File: config.mk
export PLATFORM = sky130hd
export DESIGN_NAME = ahbl_to_apb_bridge
export DESIGN_NICKNAME = d
export VERILOG_FILES = /design/src/rtl/ahbl_apb_pkg.sv /design/src/rtl/apb_timeout_ctr.sv /design/src/rtl/ahbl_to_apb_bridge.sv
export SDC_FILE = /design/constraint.sdc
export NUM_CORES = 1
export LEC_CHECK = 0
export BUFFER_PORTS_ARGS = -buffer_cell sky130_fd_sc_hd__buf_4
export CAP_MARGIN = 20
export CORE_MARGIN = 2
export CORE_UTILIZATION = 35
export DETAILED_ROUTE_END_ITERATION = 10
export HOLD_SLACK_MARGIN = 0.1
export PLACE_DENSITY_LB_ADDON = 0.08
export SLEW_MARGIN = 20
export SYNTH_ARGS = -nofsm -noshare
export SYNTH_HDL_FRONTEND = slang
export SYNTH_SLANG_ARGS = --single-unit
File: constraint.sdc
create_clock -name HCLK -period 2 [get_ports HCLK]
set_input_delay 0.3 -clock HCLK [delete_from_list [all_inputs] [get_ports HCLK]]
set_output_delay 0.3 -clock HCLK [all_outputs]
set_load 0.01 [all_outputs]
File: src/rtl/ahbl_apb_pkg.sv
// Shared definitions for the AHB-Lite to APB3 bridge: AHB transfer and
// response encodings, the bridge state enum and the timeout counter width.
package ahbl_apb_pkg;

    // AHB-Lite HTRANS encodings; bit 1 set marks an active transfer
    localparam logic [1:0] HTRANS_IDLE   = 2'b00;
    localparam logic [1:0] HTRANS_BUSY   = 2'b01;
    localparam logic [1:0] HTRANS_NONSEQ = 2'b10;
    localparam logic [1:0] HTRANS_SEQ    = 2'b11;

    // AHB-Lite HRESP encodings
    localparam logic HRESP_OKAY  = 1'b0;
    localparam logic HRESP_ERROR = 1'b1;

    // Width of the ACCESS-phase timeout counter
    localparam int TMO_CNT_W = 16;

    typedef enum logic [2:0] {
        ST_IDLE,
        ST_WDATA,
        ST_SETUP,
        ST_ACCESS,
        ST_ERR1,
        ST_ERR2
    } bridge_state_e;

    // True for NONSEQ and SEQ transfers
    function automatic logic htrans_active(input logic [1:0] htrans);
        return htrans[1];
    endfunction

endpackage

File: src/rtl/apb_timeout_ctr.sv
// ACCESS-phase watchdog: counts stalled ACCESS cycles and flags the cycle
// in which the stall reaches TIMEOUT_CYCLES.
module apb_timeout_ctr
    import ahbl_apb_pkg::*;
#(
    parameter int TIMEOUT_CYCLES = 255
) (
    input  logic clk_i,
    input  logic rst_ni,
    input  logic clear_i,
    input  logic count_i,
    output logic expire_o
);

    localparam logic [TMO_CNT_W-1:0] TERM = TMO_CNT_W'(TIMEOUT_CYCLES - 1);

    logic [TMO_CNT_W-1:0] cnt_q;
    logic [TMO_CNT_W-1:0] cnt_d;

    // Clear when ACCESS is about to be entered, count each stalled ACCESS cycle
    always_comb begin
        cnt_d = cnt_q;
        if (clear_i) begin
            cnt_d = '0;
        end else if (count_i) begin
            cnt_d = cnt_q + TMO_CNT_W'(1);
        end
    end

    // Counter register
    always_ff @(posedge clk_i) begin
        if (!rst_ni) begin
            cnt_q <= '0;
        end else begin
            cnt_q <= cnt_d;
        end
    end

    // The stalled cycle that would make the count reach TIMEOUT_CYCLES aborts
    assign expire_o = count_i && (cnt_q == TERM);

endmodule

File: src/rtl/ahbl_to_apb_bridge.sv
// AHB-Lite slave to APB3 master bridge. Each active AHB single transfer
// becomes one APB3 transfer; HREADYOUT stays low until the APB side
// completes and PSLVERR turns into a two-cycle AHB ERROR response.
// Optional ACCESS-phase timeout with sticky TIMEOUT_FLAG: define APB_TIMEOUT_EN.
module ahbl_to_apb_bridge
    import ahbl_apb_pkg::*;
#(
    parameter int APB_AWIDTH     = 12,
    parameter int TIMEOUT_CYCLES = 255
) (
    input  logic                  HCLK,
    input  logic                  HRESETN,
    input  logic                  HSEL,
    input  logic [31:0]           HADDR,
    input  logic [1:0]            HTRANS,
    input  logic                  HWRITE,
    input  logic [2:0]            HSIZE,
    input  logic [31:0]           HWDATA,
    input  logic                  HREADY,
    output logic                  HREADYOUT,
    output logic                  HRESP,
    output logic [31:0]           HRDATA,
    output logic [APB_AWIDTH-1:0] PADDR,
    output logic                  PSEL,
    output logic                  PENABLE,
    output logic                  PWRITE,
    output logic [31:0]           PWDATA,
    input  logic [31:0]           PRDATA,
    input  logic                  PREADY,
    input  logic                  PSLVERR
`ifdef APB_TIMEOUT_EN
    ,
    output logic                  TIMEOUT_FLAG
`endif
);

    bridge_state_e state_q;
    bridge_state_e state_d;

    logic [APB_AWIDTH-1:0] paddr_q;
    logic                  pwrite_q;
    logic [31:0]           pwdata_q;
    logic [31:0]           hrdata_q;

    logic accept;
    logic apb_done;
    logic tmo_expire;

    // HSIZE is ignored (always full-word) and only the low address bits reach APB
    logic unused_bits;
    assign unused_bits = ^{HSIZE, HTRANS[0], HADDR};

    assign accept   = HSEL && htrans_active(HTRANS) && HREADY &&
                      ((state_q == ST_IDLE) || (state_q == ST_ERR2));
    assign apb_done = (state_q == ST_ACCESS) && PREADY;

`ifdef APB_TIMEOUT_EN
    logic timeout_flag_q;

    apb_timeout_ctr #(
        .TIMEOUT_CYCLES(TIMEOUT_CYCLES)
    ) u_timeout (
        .clk_i   (HCLK),
        .rst_ni  (HRESETN),
        .clear_i (state_q == ST_SETUP),
        .count_i ((state_q == ST_ACCESS) && !PREADY),
        .expire_o(tmo_expire)
    );

    // Sticky record that an APB access was aborted; only reset clears it
    always_ff @(posedge HCLK) begin
        if (!HRESETN) begin
            timeout_flag_q <= 1'b0;
        end else if (tmo_expire) begin
            timeout_flag_q <= 1'b1;
        end
    end

    assign TIMEOUT_FLAG = timeout_flag_q;
`else
    assign tmo_expire = 1'b0;
`endif

    // Next-state decode of the transfer sequencer
    always_comb begin
        state_d = state_q;
        case (state_q)
            ST_IDLE, ST_ERR2: begin
                if (accept) begin
                    state_d = HWRITE ? ST_WDATA : ST_SETUP;
                end else begin
                    state_d = ST_IDLE;
                end
            end
            ST_WDATA:  state_d = ST_SETUP;
            ST_SETUP:  state_d = ST_ACCESS;
            ST_ACCESS: begin
                if (PREADY) begin
                    state_d = PSLVERR ? ST_ERR1 : ST_IDLE;
                end else if (tmo_expire) begin
                    state_d = ST_ERR1;
                end
            end
            ST_ERR1:   state_d = ST_ERR2;
            default:   state_d = ST_IDLE;
        endcase
    end

    // State register; reset discards any transfer in flight
    always_ff @(posedge HCLK) begin
        if (!HRESETN) begin
            state_q <= ST_IDLE;
        end else begin
            state_q <= state_d;
        end
    end

    // APB address/data capture and AHB read-data return
    always_ff @(posedge HCLK) begin
        if (!HRESETN) begin
            paddr_q  <= '0;
            pwrite_q <= 1'b0;
            pwdata_q <= '0;
            hrdata_q <= '0;
        end else begin
            if (accept) begin
                paddr_q  <= HADDR[APB_AWIDTH-1:0];
                pwrite_q <= HWRITE;
            end
            if (state_q == ST_WDATA) begin
                pwdata_q <= HWDATA;
            end
            if (apb_done && !PSLVERR && !pwrite_q) begin
                hrdata_q <= PRDATA;
            end
        end
    end

    // Bus controls come straight from the state register
    assign HREADYOUT = (state_q == ST_IDLE) || (state_q == ST_ERR2);
    assign HRESP     = ((state_q == ST_ERR1) || (state_q == ST_ERR2)) ? HRESP_ERROR : HRESP_OKAY;
    assign PSEL      = (state_q == ST_SETUP) || (state_q == ST_ACCESS);
    assign PENABLE   = (state_q == ST_ACCESS);
    assign PADDR     = paddr_q;
    assign PWRITE    = pwrite_q;
    assign PWDATA    = pwdata_q;
    assign HRDATA    = hrdata_q;

endmodule

==> out/qor.json <==
{
  "run_status": "finished clean",
  "post_drt_via_cell_ratio": 4.94,
  "cts_root_buf": "sky130_fd_sc_hd__clkbuf_8",
  "setup-tns-final_ns": 0,
  "totalWireLength_um": 9060,
  "measured_slew_at_the_worst_slew_check_pin_ns": 0.549,
  "syn_area_per_cell_sq_um": 8.77,
  "drc": 0,
  "pin_count": 189,
  "design.final.nets": 631,
  "setup_repair_after_global_routing_missed_its_margin": "false",
  "power_leakage_uw": 0.00199,
  "min_path_type": "input port to register",
  "finalWeightedCongestion": 0.677,
  "use_met2_pct": 27.3,
  "grtUsageTotal_pct": 18.0,
  "worst_path_max_delay_cell": "sky130_fd_sc_hd__dfxtp_1",
  "syn-instance-count": 372,
  "grt_first_pass_wirelength_um": 14500,
  "yosysSeqAreaShare_pct": 49.1,
  "final_max_slew_viols": 0,
  "ant_nets": 0,
  "vias": 3145,
  "synthesis.yosys.warnings": 0,
  "start_util_pct": 35.6,
  "period_utilization_pct": 87.0,
  "die-width_um": 101,
  "cp_data_arrival_time_ns": 1.44,
  "synth.lib_cells_used.distinct": 30,
  "synth_edf_count": 0,
  "final.fill_count": 857,
  "drt_first_iter_violations": 79,
  "required_ns": 1.70,
  "fmaxAchievable_ghz": 0.575,
  "worst_setup_path_end_kind": "output pin",
  "grt.met3_usage_pct": 6.10,
  "postPlaceCellArea_sq_um": 4540,
  "antenna_found_initial": 0,
  "synth-seq-cells": 80,
  "htree_num_levels": 3,
  "layout-drive-gt1-share_pct": 37.1,
  "layout_min_cycle_time_ns": 1.74,
  "fp.dieArea_sq_um": 10100,
  "floorplan.core_area_sq_um": 9150,
  "postCtsHoldBufs": 0,
  "clkSlewWorstSetupHoldPaths_ns": 0.08,
  "vias_in_the_first_global_route": 2966,
  "pin_count_of_the_biggest_net_entering_global_routing": 48,
  "clock_insertion_delay_worst_skew_ns": 0.34,
  "critical_path.max_fanout": 11,
  "yosys_most_used_dff": "sky130_fd_sc_hd__dfxtp_1",
  "critical_path.max_stage_delay_ns": 0.55,
  "crit_path_start_kind": "register",
  "clock_tree.buffer_depth": 2,
  "design_power_total_uw": 3350,
  "place_ws_ns": 0.535,
  "place_hpwl_um": 6110,
  "hold_viol": 0,
  "worst-setup-path-type": "register to output pin",
  "die_height_um": 101,
  "max_cap_violations": 0,
  "cts_repair_resize_count": 0,
  "power_density_nw_per_um2": 706,
  "timing.critical_path.cells": "xor2_1, nor2_1, buf_4",
  "avg_wl_per_cell_um": 14.2,
  "cts_buffers": 9,
  "hold_path.startpoint": "HWDATA[19]",
  "cts_tree": "yes",
  "drtPass1Iterations": 4,
  "n_antenna_cell": 0,
  "area_delta_synth_final_pct": 45.5,
  "regToRegStartpoint": "state_q[1]",
  "finalWorstSetupSlack_ns": 0.259,
  "post_synth_instance_area_sq_um": 3260,
  "synth-async-reset-ratio_pct": 0,
  "mappedNetlistNets": 480,
  "worst_setup_path_startpoint": "state_q[2]",
  "clkSinkCount": 80,
  "whs_ns": 0.194,
  "path_delay_family": "flip-flops",
  "final-setup-viol-count": 0,
  "busiest_layer": "met2",
  "grt.overflow.total": 0,
  "worst-path-buf-inv": 1,
  "cts_setup_buffers": 0,
  "post-route-cell-area_sq_um": 4740,
  "final-seq-area_sq_um": 1600,
  "number_of_port_buffers": 164,
  "grtUsageMet1_pct": 23.9,
  "worst_ir_drop_vdd_mv": 0.360,
  "timing.clock.skew_ns": 0.00881,
  "placement_rows": 35,
  "multi_input_comb_area_sq_um": 1480,
  "maxSlewHeadroom_pct": 63.4
}
[worst min-delay path, stage by stage]
cell and delay, ns:
sky130_fd_sc_hd__buf_4 0.11, sky130_fd_sc_hd__nand2_1 0.04, sky130_fd_sc_hd__a21boi_1 0.05
[metal layers]
| layer | vias to the layer above | share of wire [%] |
|---|---|---|
| met5 | - | 0 |
| met4 | 0 | 1.3 |
| met3 | 12 | 8.2 |
| met2 | 113 | 44 |
| met1 | 1440 | 46 |
| li1 | 1580 | - |
[worst paths after layout]
path	end	slack (ns)	cells after the start
setup / recovery	HREADYOUT	0.26	3
hold / removal	PWDATA[19]	0.19	3
setup reg to reg	state_q[0]	0.50	3
hold reg to reg	PWDATA[26]	0.46	2
[cells by family (layout without fill, tap and decap cells)]
family          count (synthesis)  after routing  synth area share (%)
compound gates                128            128                  26.0
simple gates                  126            126                  18.4
flops                          80             80                  49.1
buf+inv                        36            190                  5.95
xor+xnor                        2              2                 0.537
[layout make-up]
type                    count  share of cell area, %
clock inverters             4                   1.48
clock buffers              10                   2.90
well taps                 111                   2.93
multi-input cells         256                   31.1
flip-flops and latches     80                   33.8
repair buffers            176                   27.8
[state kept, by name (all words and copies together) (netlist names)]
signal   cells
HRDATA      32
PADDR       12
PWDATA      32
PWRITE       1
state_q      3
[stage by stage]
stage          instances  util (%)
3_5_place_dp         623      49.6
2_1_floorplan        372         -
5_1_grt              637      51.8
4_1_cts              637      51.8
6_report             637      51.8
3_3_place_gp         623      49.6
[cell usage in the layout, fill, tap and decap left out, types with 2 or more instances in the layout]
master / synthesis / layout
sky130_fd_sc_hd__a21boi_0: 8 / 8
sky130_fd_sc_hd__bufinv_16: 0 / 2
sky130_fd_sc_hd__buf_4: 5 / 176
sky130_fd_sc_hd__a21boi_1: 70 / 70
sky130_fd_sc_hd__clkbuf_8: 0 / 10
sky130_fd_sc_hd__nand4b_1: 2 / 2
sky130_fd_sc_hd__nand3_1: 44 / 44
sky130_fd_sc_hd__clkinv_2: 0 / 2
sky130_fd_sc_hd__dfxtp_1: 80 / 80
sky130_fd_sc_hd__o21a_1: 2 / 2
sky130_fd_sc_hd__nand2_1: 65 / 65
sky130_fd_sc_hd__nor2b_1: 3 / 3
sky130_fd_sc_hd__o21ai_0: 44 / 44
[cells in the mapped netlist, drive strengths merged, types with 2 or more instances]
cell type	n	share of area, %
clkbuf	19	2.2
nor2b	3	0.58
nand4b	2	0.54
nor3b	2	0.61
a21boi	78	18
and4b	2	0.73
nand3	44	6.8
o21a	2	0.46
nand2	65	7.5
o21ai	44	6.8
buf	17	3.8
dfxtp	80	49
nor2	2	0.23
[power breakdown]
part / switching, uW / internal, uW
sequential: 28.7 / 1630
clock: 550 / 720
combinational: 189 / 230
total: 768 / 2580
No activity file was read; power rests on OpenSTA's default activity.
